<file path="config.mk">
export PLATFORM = sky130hd
export DESIGN_NAME = gcd_engine
export DESIGN_NICKNAME = d
export VERILOG_FILES = /design/src/rtl/gcd_pkg.sv /design/src/rtl/gcd_step_unit.sv /design/src/rtl/gcd_engine.sv
export SDC_FILE = /design/constraint.sdc
export NUM_CORES = 1
export LEC_CHECK = 0
export ABC_AREA = 0
export CAP_MARGIN = 25
export CORE_MARGIN = 5
export CORE_UTILIZATION = 35
export DETAILED_ROUTE_END_ITERATION = 7
export PLACE_DENSITY = 0.56
export REMOVE_ABC_BUFFERS = 1
export SYNTH_ARGS = -nofsm -noshare
export SYNTH_HDL_FRONTEND = slang
export SYNTH_SLANG_ARGS = --single-unit
</file>
<file path="constraint.sdc">
create_clock -name clk -period 3.11 [get_ports clk]
set_clock_uncertainty 0.05 [all_clocks]
set_input_delay 0.4665 -clock clk [delete_from_list [all_inputs] [get_ports clk]]
set_output_delay 0.4665 -clock clk [all_outputs]
set_load 0.02 [all_outputs]
</file>
<file path="src/rtl/gcd_pkg.sv">
// Shared definitions for the GCD engine: FSM state encoding, algorithm
// selector constants and the width helper for the common power-of-two
// shift count used by the binary algorithm.
package gcd_pkg;

    typedef enum logic [1:0] {
        ST_IDLE = 2'd0,
        ST_CALC = 2'd1,
        ST_DONE = 2'd2
    } gcd_state_e;

    localparam int MODE_SUB = 0;  // subtractive Euclid
    localparam int MODE_BIN = 1;  // binary Stein

    // Bits needed to hold a shift count in the range 0..width.
    function automatic int k_width(input int width);
        return $clog2(width + 1);
    endfunction

endpackage

</file>
<file path="src/rtl/gcd_step_unit.sv">
// Combinational datapath for one GCD evaluation cycle.
// Ports:
//   i_a, i_b  current operands
//   i_k       common factor-of-two shift count (binary mode only)
//   o_a, o_b  operands after one step
//   o_k       shift count after one step
//   o_term    termination detected this cycle (no step taken)
//   o_result  final GCD, valid when o_term=1
module gcd_step_unit
    import gcd_pkg::*;
#(
    parameter int WIDTH = 16,
    parameter int MODE  = MODE_SUB,
    parameter int KW    = 5
) (
    input  logic [WIDTH-1:0] i_a,
    input  logic [WIDTH-1:0] i_b,
    input  logic [KW-1:0]    i_k,
    output logic [WIDTH-1:0] o_a,
    output logic [WIDTH-1:0] o_b,
    output logic [KW-1:0]    o_k,
    output logic             o_term,
    output logic [WIDTH-1:0] o_result
);

    // Termination checks in priority order, otherwise one algorithm step.
    always_comb begin
        o_a      = i_a;
        o_b      = i_b;
        o_k      = i_k;
        o_term   = 1'b0;
        o_result = '0;
        if (i_a == '0) begin
            o_term   = 1'b1;
            o_result = i_b << i_k;
        end else if (i_b == '0) begin
            o_term   = 1'b1;
            o_result = i_a << i_k;
        end else if (i_a == i_b) begin
            o_term   = 1'b1;
            o_result = i_a << i_k;
        end else if (MODE == MODE_BIN) begin
            // Shifting the true GCD back by k is exact: it never overflows WIDTH.
            if (!i_a[0] && !i_b[0]) begin
                o_a = i_a >> 1;
                o_b = i_b >> 1;
                o_k = i_k + KW'(1);
            end else if (!i_a[0]) begin
                o_a = i_a >> 1;
            end else if (!i_b[0]) begin
                o_b = i_b >> 1;
            end else if (i_a > i_b) begin
                o_a = i_a - i_b;
            end else begin
                o_b = i_b - i_a;
            end
        end else begin
            if (i_a > i_b) begin
                o_a = i_a - i_b;
            end else begin
                o_b = i_b - i_a;
            end
        end
    end

endmodule

</file>
<file path="src/rtl/gcd_engine.sv">
// Iterative GCD engine with valid/ready handshake on both sides.
// Ports:
//   clk, rst            clock, synchronous active-high reset
//   in_valid/in_ready   operand handshake (a_in, b_in loaded in parallel)
//   out_valid/out_ready result handshake
//   gcd_out             GCD of the last completed job
//   iter_count          step cycles used by the current/last job (saturating)
module gcd_engine
    import gcd_pkg::*;
#(
    parameter int WIDTH = 16,
    parameter int MODE  = MODE_SUB,
    parameter int CNT_W = 16
) (
    input  logic             clk,
    input  logic             rst,
    input  logic             in_valid,
    output logic             in_ready,
    input  logic [WIDTH-1:0] a_in,
    input  logic [WIDTH-1:0] b_in,
    output logic             out_valid,
    input  logic             out_ready,
    output logic [WIDTH-1:0] gcd_out,
    output logic [CNT_W-1:0] iter_count
);

    localparam int KW = k_width(WIDTH);

    gcd_state_e         r_state;
    gcd_state_e         w_state_nxt;
    logic [WIDTH-1:0]   r_a;
    logic [WIDTH-1:0]   r_b;
    logic [KW-1:0]      r_k;
    logic [WIDTH-1:0]   r_gcd;
    logic [CNT_W-1:0]   r_iter;
    logic               r_in_ready;
    logic               r_out_valid;

    logic [WIDTH-1:0]   w_a_nxt;
    logic [WIDTH-1:0]   w_b_nxt;
    logic [KW-1:0]      w_k_nxt;
    logic               w_term;
    logic [WIDTH-1:0]   w_result;

    gcd_step_unit #(
        .WIDTH (WIDTH),
        .MODE  (MODE),
        .KW    (KW)
    ) u_step (
        .i_a      (r_a),
        .i_b      (r_b),
        .i_k      (r_k),
        .o_a      (w_a_nxt),
        .o_b      (w_b_nxt),
        .o_k      (w_k_nxt),
        .o_term   (w_term),
        .o_result (w_result)
    );

    // Next-state logic for the IDLE/CALC/DONE controller.
    always_comb begin
        w_state_nxt = r_state;
        case (r_state)
            ST_IDLE: begin
                if (in_valid) begin
                    w_state_nxt = ST_CALC;
                end else begin
                    w_state_nxt = ST_IDLE;
                end
            end
            ST_CALC: begin
                if (w_term) begin
                    w_state_nxt = ST_DONE;
                end else begin
                    w_state_nxt = ST_CALC;
                end
            end
            ST_DONE: begin
                if (out_ready) begin
                    w_state_nxt = ST_IDLE;
                end else begin
                    w_state_nxt = ST_DONE;
                end
            end
            default: w_state_nxt = ST_IDLE;
        endcase
    end

    // State register plus handshake flags registered from the next state.
    always_ff @(posedge clk) begin
        if (rst) begin
            r_state     <= ST_IDLE;
            r_in_ready  <= 1'b1;
            r_out_valid <= 1'b0;
        end else begin
            r_state     <= w_state_nxt;
            r_in_ready  <= (w_state_nxt == ST_IDLE);
            r_out_valid <= (w_state_nxt == ST_DONE);
        end
    end

    // Operand, shift-count, result and iteration-counter registers.
    always_ff @(posedge clk) begin
        if (rst) begin
            r_a    <= '0;
            r_b    <= '0;
            r_k    <= '0;
            r_gcd  <= '0;
            r_iter <= '0;
        end else begin
            case (r_state)
                ST_IDLE: begin
                    if (in_valid) begin
                        r_a    <= a_in;
                        r_b    <= b_in;
                        r_k    <= '0;
                        r_iter <= '0;
                    end
                end
                ST_CALC: begin
                    if (w_term) begin
                        // Terminating cycle publishes the result and is not counted.
                        r_gcd <= w_result;
                    end else begin
                        r_a <= w_a_nxt;
                        r_b <= w_b_nxt;
                        r_k <= w_k_nxt;
                        if (r_iter != {CNT_W{1'b1}}) begin
                            r_iter <= r_iter + CNT_W'(1);
                        end
                    end
                end
                default: begin
                    r_a <= r_a;
                end
            endcase
        end
    end

    assign in_ready   = r_in_ready;
    assign out_valid  = r_out_valid;
    assign gcd_out    = r_gcd;
    assign iter_count = r_iter;

endmodule
</file>
Word-level counts from Yosys, hierarchy flattened
Cells that the tools add are included.

cells by class
  equal/unequal tests = 13
  reduce and logical (&&, ||, !) cells = 9
  multiplexer cells = 28
  magnitude comparators = 1
  add/subtract/negate cells = 3

operator list
  kind                   number
  $mux 16                18
  $pmux 16 s2            3
  $logic_not 16->1       2
  $sub 16x16->16         2
  $add 16x1->16 const B  1
  $eq 16x16->1           1
  $gt 16x16->1           1
  $ne 16x16->1 const B   1
  $ne 2x2->1 const B     7
  $reduce_and 7->1       2
  $pmux 2 s3             1
  $eq 2x2->1 const B     2
  $logic_not 2->1        2
  $mux 1                 4
  $mux 2                 2
  $reduce_and 4->1       1
  $eq 2x1->1 const B     1
  $ne 2x1->1 const B     1
  $reduce_and 2->1       1
  $reduce_bool 2->1      1

storage, ports and cells
  output and inout bits = 34
  word-level logic and storage cells = 61
  flip-flop bits (word level) = 68
  bits of input ports = 36

Longest topological paths before layout
Gate-level depths: netlist of the first run.

  word-level depth = 7
  mapped depth = 12
  depth with buffers taken out = 10

Modules after synthesis
From an unflattened synthesis of the first run, not the netlist that was laid out.

unflattened totals
  cell total of the unflattened synthesis = 882
  area total of the unflattened synthesis = 6,839.1 µm²

by module, submodules not included
  module         seq. area each (µm²)  cells an instance  instances  area an instance (µm²)
  gcd_step_unit  0.0                   475                1          3,520.9
  gcd_engine     1,461.4               407                1          3,318.2

Worst setup path after synthesis of the first run
OpenSTA, ideal clock, no wires.

  path kind = reg-to-reg
  start point = reg r_a[0]
  end point = reg r_a[12]
  arrival time = 2.387 ns
  stages on the path, launching flop included = 13
  required time = 2.972 ns
  path buffers = 2
  library setup time = 0.088 ns
  setup slack = 0.584 ns
  period minus slack after synthesis = 2.526 ns
  cell sequence = dfxtp_1 inv_1 ha_1 fa_1 nand2b_1 a21oi_1 o211ai_1 a211oi_2 or2_1 buf_6 buf_6 nor2_1 a311oi_2

between the ends
  cells in the longest elaborated chain, start to end = 7
  elaborated cells between the ends (all ways) = 18
  those cells by class = 1 x add/sub; 1 x order compare; 5 x eq/ne; 9 x mux; 2 x reduce/logical

RTL lines
  element                 RTL line             source
  start, declared         gcd_engine.sv:31     logic [WIDTH-1:0] r_a;
  start signal, assigned  gcd_engine.sv:114    r_a <= a_in;
  start signal, assigned  gcd_engine.sv:125    r_a <= w_a_nxt;
  start signal, assigned  gcd_engine.sv:134    r_a <= r_a;
  $sub 16x16->16          gcd_step_unit.sv:59  o_a = i_a - i_b;
  $mux 16                 gcd_step_unit.sv:58  if (i_a > i_b) begin
  $mux 16                 gcd_step_unit.sv:39  end else if (i_a == i_b) begin
  $mux 16                 gcd_step_unit.sv:36  end else if (i_b == '0) begin
  $mux 16                 gcd_step_unit.sv:33  if (i_a == '0) begin
  $mux 16                 gcd_engine.sv:121    if (w_term) begin
  $pmux 16 s2             gcd_engine.sv:111    case (r_state)

Parallel ways exist; a longest one is shown, timed or not. The select of a mux whose other input is x is not followed.
A chain may end at the register's enable or synchronous reset.

Worst setup path after layout of the first run
  start point = reg r_b[0]
  end point = reg r_b[14]

between the ends
  cells in the longest elaborated chain, start to end = 7
  elaborated cells between the ends (all ways) = 18
  those cells by class = 1 x add/sub; 1 x order compare; 5 x eq/ne; 9 x mux; 2 x reduce/logical

RTL lines
  element                 RTL line             source
  start, declared         gcd_engine.sv:32     logic [WIDTH-1:0] r_b;
  start signal, assigned  gcd_engine.sv:115    r_b <= b_in;
  start signal, assigned  gcd_engine.sv:126    r_b <= w_b_nxt;
  $sub 16x16->16          gcd_step_unit.sv:61  o_b = i_b - i_a;
  $mux 16                 gcd_step_unit.sv:58
  $mux 16                 gcd_step_unit.sv:39
  $mux 16                 gcd_step_unit.sv:36
  $mux 16                 gcd_step_unit.sv:33
  $mux 16                 gcd_engine.sv:121
  $pmux 16 s2             gcd_engine.sv:111

Parallel ways exist; a longest one is shown, timed or not. The select of a mux whose other input is x is not followed.

==> results.json, run 1 <==
{
  "dr.pass1.iters": 5,
  "cts-root-buf": "clkbuf_16",
  "synth_mux_area_share_pct": 1.033,
  "floorplan.die_area_um2": 16300,
  "synth_cell_type_count": 63,
  "syn_inst": 619,
  "vias": 4767,
  "die_h_um": 127.7,
  "clock_latency_ns": 0.34,
  "drt-met1-wl_mm": 7.036,
  "cts_buffers": 9,
  "htreeDepth": 3,
  "final_cells": 870,
  "worst_hold_path.endpoint": "gcd_out[8]",
  "nNetsFinal": 755,
  "critPathKind": "register to register",
  "fin_total_pwr_w": 0.007042,
  "max_slew.worst_pin.slew_ns": 0.6461,
  "pwr-share-clk_pct": 16.1,
  "port_buffers": 69,
  "max_clock_freq_ghz": 0.3483,
  "ant_nets": 0,
  "grt_overflow": 0,
  "combPwrFrac_pct": 64.4,
  "arrival_ns": 3.05,
  "routed_wl_mm": 14.92,
  "ios": 70,
  "yosys.area_share.xor_xnor_pct": 5.059,
  "p_leak_nw": 2.308,
  "final-hold-violation-count": 0,
  "maxUsedRoutingLayer": "met4",
  "dpl_cell_area_um2": 5762,
  "internal_power_w": 0.003683,
  "rsz0062_at_grt": "false",
  "vdd_ir_drop_max_mv": 0.4044,
  "regToRegEndpoint": "r_b[14]",
  "yosys.area_share.simple_pct": 22.79,
  "cp.required_ns": 3.29,
  "clk_pin_slew_ns": 0.06,
  "grt_pass1_wl_mm": 23.81,
  "clockBufferDepth": 2,
  "drtIter0Drc": 381,
  "cts_tree": "yes",
  "synthTopCellsByArea": "dfxtp_1 (28%), ha_1 (8.3%), nor2_1 (6.5%), a21oi_1 (5.8%), nand2_1 (4.3%)",
  "rows": 43,
  "drc": 0,
  "fin_area_um2": 6091,
  "min_from": "gcd_out[8]",
  "ys_ff_latch": 68,
  "start_util_pct": 35.33,
  "hold-worst-slack_ns": 0.4466,
  "die_w_um": 127.7,
  "p_sw_share_pct": 47.69,
  "grt_max_degree": 32,
  "gp_congestion": 0.9426,
  "ys_seq_area_share_pct": 28.08,
  "min_path_type": "register to register",
  "status": "finished clean",
  "r2r_slack_ns": 0.24,
  "min_path_cells": 2,
  "viasPerCell": 5.479,
  "avgSynthCellArea_um2": 7.831,
  "wl_per_cell_um": 17.15,
  "worstPathMaxFanout": 5,
  "synth_most_common_cell": "nor2_1",
  "dpl.cell_count": 854,
  "synth_edf_count": 0,
  "syn2layout_area_growth_pct": 25.66,
  "synth-adder-area-share_pct": 9.086,
  "seqPwrFrac_pct": 19.4,
  "synth_commonest_cells": "nor2_1 (84), dfxtp_1 (68), a21oi_1 (56)",
  "hold_buffers": 0,
  "antenna_found_initial": 0,
  "drive_gt1_share_pct": 11.01,
  "async_flop_share_pct": 0,
  "min_period_ns": 2.871,
  "synth_top_family_by_area": "compound AO/OA/AOI/OAI gates",
  "synthDominantCellAreaShare_pct": 28.08,
  "fill_cells": 1402,
  "p_sw_w": 0.003358,
  "wl_met3_um": 830,
  "synth_flop_cell": "dfxtp_1",
  "coreArea_um2": 13720,
  "critPathLaunchType": "register",
  "yosysWarnings": 0,
  "slew_headroom_pct": 56.93,
  "netlist_area_um2": 4847,
  "post-route-period-util_pct": 92.33,
  "cts.sinks": 68,
  "wl_met2_mm": 6.720,
  "end_kind": "register",
  "grt_pass1_vias": 4629,
  "p_per_area_nw_per_um2": 1156,
  "dp_hpwl_mm": 11.30,
  "max_cap_violations": 0,
  "setup_viol": 0,
  "drv_slew": 0,
  "synth_area_leader_cell": "dfxtp_1",
  "antenna_cells": 0,
  "track_usage_pct": 18.45,
  "reg2reg_depth": 10,
  "r2r-start": "r_b[0]",
  "synth-compound-area-share_pct": 26.05
}
power groups by stage:
stage	Clock (W)	Combinational (W)	Sequential, W
after floorplan	0	0.00302	0.00132
after global placement	0	0.00443	0.00138
after detailed placement	0	0.00445	0.00138
after CTS	0.00116	0.00448	0.00136
after global routing	0.00120	0.00499	0.00139
final	0.00113	0.00454	0.00137
layer usage:
metal | vias to the layer above | global-route usage, %
met2 | 148 | 29.67
met1 | 2258 | 24.69
met4 | 0 | 7.865
li1 | 2342 | -
met5 | - | 0
met3 | 19 | 2.750
area by class of cell:
cell class	instances	area (um2)	area share, %
sequential	68	1361	22.35
clock inverter	6	87.58	1.438
inverter	40	150.1	2.465
clock buffer	10	239.0	3.924
timing repair buffer	96	913.4	15.00
multi-input combinational	470	3114	51.13
tap	180	225.2	3.698
cells in the final DEF, fill, tap and decap left out, types with 3 or more instances in the layout:
cell type and n:
nor2_1 84, dfxtp_1 68, clkdlybuf4s50_1 68, a21oi_1 56, nand2_1 55, inv_1 40, ha_1 31, buf_4 25
o21ai_0 22, nand3_1 18, xnor2_1 17, a211oi_1 16, nand4_1 14, nor3_1 14, xor2_1 11, nor4_1 10
a311oi_2 10, clkbuf_16 9, a211oi_2 8, nor2b_1 7, or3_1 7, a311oi_1 7, o211ai_1 6, a21o_1 6
nand2b_1 5, o21a_1 5, a22oi_1 5, mux2i_1 5, o21bai_1 4, a31oi_1 4, and3_1 3, o211a_1 3
and4_1 3
flip-flops by register name, indices dropped and copies added, names as in the netlist:
name / count
r_a: 16
gcd_out: 16
out_valid: 1
in_ready: 1
r_state: 2
iter_count: 16
r_b: 16
cell families after synthesis:
kind of cell	count (synthesis)
buffers and inverters	81
DFF	68
adders and majority gates	34
and+or+nand+nor	232
muxes	5
xor gates and xnor gates	28
AOI/OAI and AO/OA	171
critical path, cell delays in order, from the launching register on:
cell and delay, ns:
dfxtp_1 0.41, inv_1 0.07, ha_1 0.21, fa_1 0.40, nor2b_1 0.19, o31ai_1 0.12
a21oi_1 0.33, a31oi_1 0.22, a2111o_1 0.46, a32oi_1 0.20, mux2i_1 0.10
how the worst max path moves through the flow:
stage	startpoint	end	slack, ns	depth (start not counted)
after floorplan	r_state[1]	r_b[8]	-0.15	5
after detailed placement	r_a[7]	r_b[11]	0.25	9
after global routing	r_a[8]	gcd_out[7]	0.06	8
after global placement	r_a[7]	r_b[13]	0.27	9
final	r_b[0]	r_b[14]	0.24	10
after CTS	r_a[7]	gcd_out[7]	0.22	8
stage by stage:
step	utilization (%)	worst slack [ns]	setup TNS [ns]
2_1_floorplan	-	-0.1498	-1.596
3_3_place_gp	42.00	0.2661	0
3_5_place_dp	42.00	0.2475	0
4_1_cts	44.38	0.2214	0
5_1_grt	44.40	0.06029	0
6_report	44.40	0.2386	0
what timing repair did:
action	CTS	global route
endpoints found under the hold margin	0	0
buffers inserted	0	0
gates resized for setup	0	1
setup endpoints to repair	0	1
No activity file was read; power rests on OpenSTA's default activity.
==> inputs of run 2 (changes only) <==
--- a/config.mk
+++ b/config.mk
@@ -10,8 +10,9 @@
 export CORE_MARGIN = 5
 export CORE_UTILIZATION = 35
 export DETAILED_ROUTE_END_ITERATION = 7
-export PLACE_DENSITY = 0.56
+export PLACE_DENSITY = 0.55
 export REMOVE_ABC_BUFFERS = 1
 export SYNTH_ARGS = -nofsm -noshare
 export SYNTH_HDL_FRONTEND = slang
+export SYNTH_HIERARCHICAL = 1
 export SYNTH_SLANG_ARGS = --single-unit
==> results.json, run 2 <==
{
  "status": "finished clean",
  "nNetsFinal": 1033,
  "slew_headroom_pct": 44.53,
  "final_cell_mix": "nand2_1 (149), nor2_1 (78), dfxtp_1 (73), clkdlybuf4s50_1 (68), buf_4 (67)",
  "p_per_area_nw_per_um2": 611.9,
  "final_cells": 1233,
  "busiest_layer": "met2",
  "grt_util_met1_pct": 26.11,
  "final-hold-violation-count": 0,
  "rows": 51,
  "track_usage_pct": 18.80,
  "max_slew.worst_pin.slew_ns": 0.8308,
  "synthTopCellsByArea": "dfxtp_1 (21%), mux2i_1 (9.1%), nand2_1 (8.2%), ha_1 (5.9%), mux4_2 (5.3%)",
  "cts_tree": "yes",
  "grt_overflow": 0,
  "fin_area_um2": 8478,
  "ios": 70,
  "gp_congestion": 0.8765,
  "port_buffers": 69,
  "synth_commonest_cells": "nand2_1 (149), nor2_1 (78), dfxtp_1 (73)",
  "cts_buffers": 9,
  "synth_cell_type_count": 79,
  "max_cap_violations": 0,
  "cts.sinks": 73,
  "antenna_found_initial": 0,
  "post-route-period-util_pct": 93.67,
  "cp.required_ns": 3.30,
  "floorplan.die_area_um2": 22440,
  "fin_util_pct": 43.85,
  "dp_hpwl_mm": 15.49,
  "drive_gt1_share_pct": 15.81,
  "clock_latency_ns": 0.35,
  "grt_max_degree": 67,
  "netlist_area_um2": 6839,
  "die_w_um": 149.8,
  "drtIter0Drc": 487,
  "rsz0062_at_grt": "false",
  "setup_viol": 0,
  "synth_flop_cell": "dfxtp_1",
  "hold_buffers": 0,
  "synthDominantCellAreaShare_pct": 21.37,
  "path_cells": "inv_1 > ha_1 > and3_1 > nand2_1 > o41a_1 > nand2_1 > nor2b_1 > o21ba_2 > clkbuf_16 > a311oi_1",
  "async_flop_share_pct": 0,
  "end_kind": "register",
  "ant_nets": 0,
  "drv_slew": 0,
  "fin_total_pwr_w": 0.005188,
  "clk_pin_slew_ns": 0.06,
  "worstPathMaxFanout": 33,
  "dr.pass1.iters": 5,
  "dpl_cell_area_um2": 8075,
  "die_h_um": 149.8,
  "htreeDepth": 3,
  "grt_pass1_vias": 6455,
  "syn_inst": 882,
  "dpl.cell_count": 1213,
  "antenna_cells": 0,
  "p_leak_nw": 3.286,
  "min_path_type": "register to register",
  "clockBufferDepth": 2,
  "vdd_ir_drop_max_mv": 0.3004,
  "avgSynthCellArea_um2": 7.754,
  "synth_area_leader_cell": "dfxtp_1",
  "ys_seq_area_share_pct": 21.37,
  "cts-root-buf": "clkbuf_16",
  "drc": 0,
  "syn2layout_area_growth_pct": 23.97,
  "vias": 6814,
  "max_clock_freq_ghz": 0.3433,
  "viasPerCell": 5.526,
  "coreArea_um2": 19330,
  "cpMaxStageDelayCell": "o41a_1",
  "ys_ff_latch": 73,
  "critPathKind": "register to register",
  "arrival_ns": 3.10,
  "mostFrequentLayoutCell": "nand2_1",
  "critPathLaunchType": "register",
  "synth_edf_count": 0,
  "grt_pass1_wl_mm": 34.15,
  "start_util_pct": 35.37,
  "fill_cells": 1966,
  "synth_most_common_cell": "nand2_1",
  "yosysWarnings": 6,
  "min_period_ns": 2.913,
  "crit_path_frequent_cell": "nand2_1",
  "cpPeakStageDelay_ns": 0.46,
  "met2_usage_pct": 30.63,
  "met3_usage_pct": 2.907,
  "routed_wl_mm": 21.33,
  "wl_per_cell_um": 17.30
}
run 2: cell types whose count changed after synthesis, sizes merged, moves of 9 or more:
cell,delta
o21ai,+18
nand2,+94
buf,+14
a211oi,-15
clkbuf,+18
a311oi,+18
mux2,+9
mux4,+16
mux2i,+57
run 2: path summary, 6_finish.rpt:
kind                            depth (start not counted)       start         end  slack, ns
worst max-delay path                                   10     r_a[13]      r_b[0]       0.20
worst min-delay path                                    2  gcd_out[4]  gcd_out[4]       0.40
worst max register to register                         10     r_a[13]      r_b[0]       0.20
worst min register to register                          2  gcd_out[4]  gcd_out[4]       0.40
run 2: cell type report:
class	count	area, um2	share of cell area (%)
Inverter	44	165.2	1.948
Sequential cell	73	1461	17.24
Tap cell	265	331.6	3.911
Clock inverter	5	86.33	1.018
Timing Repair Buffer	143	1325	15.63
Clock buffer	11	242.7	2.863
Multi-Input combinational cell	692	4866	57.39
run 2: critical path, delay by kind of cell, from the launching register on:
family / cells / cell delay [ns]
flops: 1 / 0.35
simple gates: 4 / 0.64
compound gates: 3 / 1.11
buf+inv: 2 / 0.31
fa+ha+maj: 1 / 0.33
run 2: power breakdown:
part	total (W)	switching, W	internal [W]
clock network	0.00119	0.000454	0.000733
logic	0.00290	0.00160	0.00130
registers	0.00110	0.0000824	0.00101
total	0.00519	0.00214	0.00305
run 2: kinds of logic after synthesis:
family	Yosys count	synth area share, %
fa+ha+maj	34	6.440
flops	73	21.37
xor+xnor	20	2.561
compound gates	223	23.23
simple gates	328	22.80
buf+inv	117	7.775
mux	87	15.83
run 2: metrics by stage:
stage	setup WS, ns	TNS (ns)	hold slack (ns)
3_3_place_gp	0.02237	0	0.3953
5_1_grt	0.003403	0	0.4198
2_1_floorplan	-0.6345	-16.71	0.4229
6_report	0.1970	0	0.4024
4_1_cts	0.1126	0	0.4031
3_5_place_dp	-0.02845	-0.1155	0.3956
run 2: what timing repair did:
action	4_1_cts	5_1_grt
endpoints found under the setup margin	15	13
hold endpoints to repair	0	0
cloned	0	1
buffers inserted	2	1
pin swaps	1	1
gates resized for setup	0	3
run 2: per-layer routing:
layer | vias up | share of wire [%]
li1 | 3343 | -
met1 | 3253 | 48
met2 | 197 | 46
met3 | 21 | 4.7
met4 | 0 | 1.3
met5 | - | 0
